==> config.mk <==
export PLATFORM = sky130hd
export DESIGN_NAME = ddr_port_arbiter
export DESIGN_NICKNAME = d
export VERILOG_FILES = /design/src/rtl/mem_if_pkg.sv /design/src/rtl/rr_arb2.sv /design/src/rtl/ddr_port_arbiter.sv
export SDC_FILE = /design/constraint.sdc
export NUM_CORES = 1
export LEC_CHECK = 0
export BUFFER_PORTS_ARGS = -buffer_cell sky130_fd_sc_hd__buf_2
export CORE_AREA = 2 2 643 645
export CTS_CLUSTER_DIAMETER = 40
export DETAILED_ROUTE_END_ITERATION = 12
export DIE_AREA = 0 0 645 647
export GPL_TIMING_DRIVEN = 0
export HOLD_SLACK_MARGIN = 0.15
export PLACE_DENSITY = 0.3
export SYNTH_ARGS = -nofsm -noshare
export SYNTH_HDL_FRONTEND = slang
export SYNTH_SLANG_ARGS = --single-unit
==> constraint.sdc <==
create_clock -name clk -period 3.9 [get_ports clk]
set_clock_uncertainty 0.05 [all_clocks]
set_input_delay 0.195 -clock clk [delete_from_list [all_inputs] [get_ports clk]]
set_output_delay 0.195 -clock clk [all_outputs]
set_load 0.02 [all_outputs]
==> src/rtl/mem_if_pkg.sv <==
// ----------------------------------------------------------------------------
// mem_if_pkg
// Shared definitions for the DDR memory-port handshake: address/data widths,
// the arbiter state encoding and the read/write direction encoding.
// ----------------------------------------------------------------------------
package mem_if_pkg;

   localparam int unsigned MEM_ADDR_W = 28;
   localparam int unsigned MEM_DATA_W = 256;

   // Direction encoding carried on *_rw.
   localparam logic MEM_WRITE = 1'b1;
   localparam logic MEM_READ  = 1'b0;

   typedef enum logic [1:0] {
      IDLE  = 2'd0,
      ISSUE = 2'd1,
      RESP  = 2'd2
   } state_e;

endpackage : mem_if_pkg

==> src/rtl/rr_arb2.sv <==
// ----------------------------------------------------------------------------
// rr_arb2
// Combinational two-way arbiter pick.
//   valid_i      : request valids, bit 0 = port 0, bit 1 = port 1
//   last_grant_i : port served most recently
//   any_o        : at least one request present
//   winner_o     : port to grant (meaningful only when any_o = 1)
// FAIR = 1 alternates on contention; FAIR = 0 gives port 0 fixed priority.
// ----------------------------------------------------------------------------
module rr_arb2 #(
   parameter bit FAIR = 1'b1
) (
   input  logic [1:0] valid_i,
   input  logic       last_grant_i,
   output logic       any_o,
   output logic       winner_o
);

   always_comb begin
      any_o    = |valid_i;
      winner_o = 1'b0;
      unique case (valid_i)
         2'b01:   winner_o = 1'b0;
         2'b10:   winner_o = 1'b1;
         2'b11:   winner_o = FAIR ? ~last_grant_i : 1'b0;
         default: winner_o = 1'b0;
      endcase
   end

endmodule : rr_arb2

==> src/rtl/ddr_port_arbiter.sv <==
// ----------------------------------------------------------------------------
// ddr_port_arbiter
// Shares the single DDR2 controller command port between two requesters
// (port 0: display scan-out reads, port 1: cache / framebuffer traffic).
// One request is granted at a time and registered onto the mem_* port; the
// read data and a one-cycle ready pulse go back to the granted requester.
// A stalled DDR response raises the sticky timeout_err flag.
//
// Ports
//   clk, rst                 : clock, asynchronous active-low reset
//   pN_valid/rw/addr/data_wr : requester N command (rw: 1 = write, 0 = read)
//   pN_data_rd, pN_ready     : requester N read data and completion pulse
//   mem_valid/rw/addr/data_wr: registered DDR command
//   mem_data_rd, mem_ready   : DDR read data and completion pulse
//   grant                    : port currently or last served
//   timeout_err              : sticky, set after TIMEOUT_CYCLES in ISSUE
// ----------------------------------------------------------------------------
module ddr_port_arbiter
   import mem_if_pkg::*;
#(
   parameter int unsigned FAIR           = 1,
   parameter int unsigned TIMEOUT_CYCLES = 1024
) (
   input  logic                  clk,
   input  logic                  rst,

   input  logic                  p0_valid,
   input  logic                  p0_rw,
   input  logic [MEM_ADDR_W-1:0] p0_addr,
   input  logic [MEM_DATA_W-1:0] p0_data_wr,
   output logic [MEM_DATA_W-1:0] p0_data_rd,
   output logic                  p0_ready,

   input  logic                  p1_valid,
   input  logic                  p1_rw,
   input  logic [MEM_ADDR_W-1:0] p1_addr,
   input  logic [MEM_DATA_W-1:0] p1_data_wr,
   output logic [MEM_DATA_W-1:0] p1_data_rd,
   output logic                  p1_ready,

   output logic                  mem_valid,
   output logic                  mem_rw,
   output logic [MEM_ADDR_W-1:0] mem_addr,
   output logic [MEM_DATA_W-1:0] mem_data_wr,
   input  logic [MEM_DATA_W-1:0] mem_data_rd,
   input  logic                  mem_ready,

   output logic                  grant,
   output logic                  timeout_err
);

   // Counter value at which the stall flag is raised.
   localparam logic [15:0] TO_LAST = 16'(TIMEOUT_CYCLES - 1);

   state_e                  state_q;
   logic                    mem_valid_q;
   logic                    mem_rw_q;
   logic [MEM_ADDR_W-1:0]   mem_addr_q;
   logic [MEM_DATA_W-1:0]   mem_data_wr_q;
   logic [MEM_DATA_W-1:0]   p0_data_rd_q;
   logic [MEM_DATA_W-1:0]   p1_data_rd_q;
   logic                    p0_ready_q;
   logic                    p1_ready_q;
   logic                    grant_q;
   logic                    last_grant_q;
   logic                    timeout_err_q;
   logic [15:0]             to_cnt_q;

   logic                    arb_any_d;
   logic                    arb_win_d;

   rr_arb2 #(
      .FAIR (FAIR != 0)
   ) u_rr_arb2 (
      .valid_i      ({p1_valid, p0_valid}),
      .last_grant_i (last_grant_q),
      .any_o        (arb_any_d),
      .winner_o     (arb_win_d)
   );

   always_ff @(posedge clk or negedge rst) begin
      if (!rst) begin
         state_q       <= IDLE;
         mem_valid_q   <= 1'b0;
         mem_rw_q      <= MEM_READ;
         mem_addr_q    <= '0;
         mem_data_wr_q <= '0;
         p0_data_rd_q  <= '0;
         p1_data_rd_q  <= '0;
         p0_ready_q    <= 1'b0;
         p1_ready_q    <= 1'b0;
         grant_q       <= 1'b0;
         // Port 0 must win the first contention after reset.
         last_grant_q  <= 1'b1;
         timeout_err_q <= 1'b0;
         to_cnt_q      <= '0;
      end else begin
         unique case (state_q)
            IDLE: begin
               if (arb_any_d) begin
                  grant_q      <= arb_win_d;
                  last_grant_q <= arb_win_d;
                  if (arb_win_d) begin
                     mem_rw_q      <= p1_rw;
                     mem_addr_q    <= p1_addr;
                     mem_data_wr_q <= p1_data_wr;
                  end else begin
                     mem_rw_q      <= p0_rw;
                     mem_addr_q    <= p0_addr;
                     mem_data_wr_q <= p0_data_wr;
                  end
                  mem_valid_q <= 1'b1;
                  to_cnt_q    <= '0;
                  state_q     <= ISSUE;
               end
            end

            ISSUE: begin
               if (mem_ready) begin
                  // Writes also capture mem_data_rd; the content is don't-care.
                  if (grant_q) begin
                     p1_data_rd_q <= mem_data_rd;
                     p1_ready_q   <= 1'b1;
                  end else begin
                     p0_data_rd_q <= mem_data_rd;
                     p0_ready_q   <= 1'b1;
                  end
                  mem_valid_q <= 1'b0;
                  state_q     <= RESP;
               end else begin
                  if (to_cnt_q != '1) begin
                     to_cnt_q <= to_cnt_q + 16'd1;
                  end
                  // Flag only; the transaction keeps waiting for mem_ready.
                  if (to_cnt_q >= TO_LAST) begin
                     timeout_err_q <= 1'b1;
                  end
               end
            end

            RESP: begin
               p0_ready_q <= 1'b0;
               p1_ready_q <= 1'b0;
               state_q    <= IDLE;
            end

            default: begin
               state_q <= IDLE;
            end
         endcase
      end
   end

   assign mem_valid   = mem_valid_q;
   assign mem_rw      = mem_rw_q;
   assign mem_addr    = mem_addr_q;
   assign mem_data_wr = mem_data_wr_q;
   assign p0_data_rd  = p0_data_rd_q;
   assign p1_data_rd  = p1_data_rd_q;
   assign p0_ready    = p0_ready_q;
   assign p1_ready    = p1_ready_q;
   assign grant       = grant_q;
   assign timeout_err = timeout_err_q;

endmodule : ddr_port_arbiter

==> summary.md <==
| Metric | Value |
|---|---|
| CP Capture Type | `flop` |
| RSZ-0062 raised after global routing | `false` |
| Longest Clk Path Bufs | `4` |
| Yosys warnings | `0` |
| Max-slew violation count | `0` |
| Clock Pin Slew Worst Setup and Hold Paths | `0.05 ns` |
| Fraction of registers with async set/reset | `1.00` |
| Post-synth EDFFs | `0` |
| Final #Nets | `6,924` |
| DP HPWL | `264,000 um` |
| Worst R2R End | `mem_data_wr[136]` |
| Hold crit path type | `in -> reg` |
| Worst r2r path cells | `8` |
| Crit-path cells | `nand2_1 -> and2_1 -> clkbuf_2 -> clkbuf_1 -> clkbuf_1 -> nand2_1 -> a31oi_1 -> dlygate4sd3_1` |
| Register area share after synthesis | `0.626` |
| Wire length per cell | `26.3 um` |
| Min Tclk post-route | `3.63 ns` |
| VDD IR max | `0.000414 V` |
| Outcome | `finished, final reports clean` |
| Cells after Synth | `2,779` |
| GRT Residual Overflow | `0` |
| Rows | `236` |
| WHS | `0.236 ns` |
| Initial antenna violation count | `165` |
| Data required, critical path | `4.62 ns` |
| Die H | `647 um` |
| Slowest CP cell | `clkbuf_1` |
| Maxcap violations | `0` |
| CP delay by family, top | `buffers and inverters` |
| Crit path max fanout | `10` |
| Largest net degree at the start of global routing | `109` |
| Worst EP arrival | `4.35 ns` |
| Critical path buffer and inverter count | `4` |
| Clock buffer count from CTS | `211` |
| Tot GR Track Use | `0.143` |
| Rel. slew slack | `0.248` |
| Worst-Margin Slew | `1.13 ns` |
| First-pass GRT wire length | `396,000 um` |
| Area Overhead vs Synth | `115%` |
| Vias in the first global route | `40,000` |
| Initial DRC Count | `1,981` |
| Synth Area per Inst | `11.8 um2` |
| Vias per cell | `3.17` |
| Core area | `411,000 um2` |
| Clk_lat worst skew | `0.87 ns` |
| PwrDens | `820 nW/um2` |
| # setup viols final | `0` |
| Total clock sinks | `821` |
| Max frequency | `276 MHz` |
| Max stage delay on crit path | `0.89 ns` |
| H-tree lvl count | `4` |
| Most common cell after layout, fill and taps aside | `buf_2` |
| Post-Route WL | `311,000 um` |
| DRC Markers | `0` |
| Total number of vias | `37,400` |
| HP Start | `mem_data_rd[196]` |
| Mapped cell area | `32,800 um2` |
| Syn_nets | `3,611` |
| Core Util, Final | `0.172` |
| Startpoint class of the critical path | `flop` |
| Die Area | `417,000 um2` |
| Power, Total | `57,900 uW` |
| Commonest non-fill, non-tap cells in the layout | `buf_2 (1,704), dlygate4sd3_1 (1,459), dfrtp_1 (820), nand2_1 (585), mux2_2 (512)` |
| Clk root buf | `clkbuf_16` |
| CTS tree | `built` |
| Final period util | `0.930` |
| Layout cell share with drive strength beyond 1 | `0.419` |
| #FFs+latches synth | `821` |
| Initial Utilization | `0.0799` |
| Drt pass-1 iters | `7` |
| Setup Crit Path Kind | `reg -> reg` |
| Leakage | `0.0307 uW` |
| Worst hold path depth | `3` |
| Worst Hold Endpoint | `p1_data_rd[196]` |
| Final Hold Viols | `0` |
| I/O Pins | `1,633` |
| Post-DRT Antenna Nets | `0` |
| R2R setup slack | `0.27 ns` |
| Die X | `645 um` |
| Reg-to-Reg Start | `last_grant_q` |
| Synth unique cells | `47` |
| Port-buffer cells | `1,632` |
| Placer congestion estimate | `0.905` |
| Synth Flop Type | `dfrtp_1` |
sequential cells by signal (all words and copies together) (netlist names):
signal and count:
mem_data_wr 256, timeout_err 1, state_q 2, p1_ready 1, last_grant_q 1, grant 1, to_cnt_q 16, p0_ready 1
p1_data_rd 256, mem_valid 1, mem_rw 1, p0_data_rd 256, mem_addr 28
synthesized netlist by cell type, types with 2 or more instances:
master    count  area (um2)
a211oi_1      5        37.5
a21o_1        2        15.0
a21oi_1       6        30.0
a22oi_1       2        15.0
a31oi_1     287        1800
and2_1        2        12.5
buf_1         3        11.3
buf_2        73         365
buf_4         3        22.5
clkbuf_1    109         409
dfrtp_1     820       20500
inv_1        13        48.8
mux2_2      512        5770
mux2i_1       3        30.0
nand2_1     585        2200
nand2b_1      2        12.5
nand3_1      12        60.1
nand4_1       4        25.0
nor2_1      290        1090
nor3_1        2        10.0
nor3_2        2        20.0
nor4_1        5        31.3
o211ai_1      2        15.0
o21a_1        2        15.0
o21ai_0       2        10.0
o21bai_1      2        15.0
o221ai_1      2        17.5
o22ai_1       5        31.3
o311ai_0      2        17.5
or3_1         2        12.5
or4_1         2        15.0
power breakdown:
group / internal, uW / total (uW) / leakage, uW / switching, uW
Combinational: 8340 / 23700 / 0.0175 / 15400
Sequential: 12800 / 15300 / 0.00956 / 2510
Clock: 12800 / 18800 / 0.00368 / 6040
routing by layer:
layer,vias up,share of wire,track usage
met4,28,0.045,0.0595
met2,1670,0.52,0.266
met5,-,0.00061,0
li1,16400,-,-
met3,502,0.061,0.0339
met1,18800,0.37,0.153
per-stage QoR:
stage / worst slack (ns) / setup TNS, ns / std cells / cell area [um2]
after global routing: 0.0264 / 0 / 11800 / 70500
after floorplan: 1.99 / 0 / 2779 / 32800
after CTS: 0.0234 / 0 / 11700 / 70300
final: 0.272 / 0 / 11800 / 70500
after global placement: -17.86 / - / 9885 / 47800
after detailed placement: -0.411 / -0.922 / 9894 / 48100
cell families after synthesis:
family / after synthesis / share of synthesized area
flops: 821 / 0.626
mux: 515 / 0.177
compound gates: 326 / 0.0632
fa+ha+maj: 1 / 0.000381
buf+inv: 201 / 0.0261
simple gates: 915 / 0.108
cell type report:
| type | instances | area [um2] |
|---|---|---|
| plain buffers | 187 | 825 |
| clock buffers | 268 | 5910 |
| repair buffers | 3101 | 23100 |
| multi-input cells | 1757 | 11400 |
| fillers | 46300 | 340000 |
| flip-flops and latches | 821 | 20500 |
| clock inverters | 121 | 1670 |
| diodes | 82 | 205 |
| inverters | 13 | 48.8 |
| well taps | 5474 | 6850 |
repair_timing:
item / in CTS / in global routing
gates resized for setup: 2 / 1
hold buffers: 1460 / 0
buffers inserted: 0 / 0
endpoints found under the hold margin: 1168 / 0
gates cloned: 0 / 0
endpoints found under the setup margin: 26 / 7
worst max-delay path by stage:
stage / from / endpoint / slack, ns / cells past startpoint
floorplan: to_cnt_q[0] / to_cnt_q[12] / 1.99 / 6
global placement: rst / mem_data_wr[64] / -17.86 / 1
detailed placement: last_grant_q / mem_data_wr[101] / -0.41 / 6
CTS: last_grant_q / mem_data_wr[154] / 0.02 / 8
global route: last_grant_q / mem_data_wr[160] / 0.03 / 8
finish: last_grant_q / mem_data_wr[136] / 0.27 / 8
worst register-to-register path, delay by kind of cell, from the launching register on:
family | cells | cell delay [ns]
AOI/OAI and AO/OA | 1 | 0.21
buffers and inverters | 4 | 2.52
DFF | 1 | 0.37
and+or+nand+nor | 3 | 0.39
Note: power is estimated with default switching activity, not from simulation.
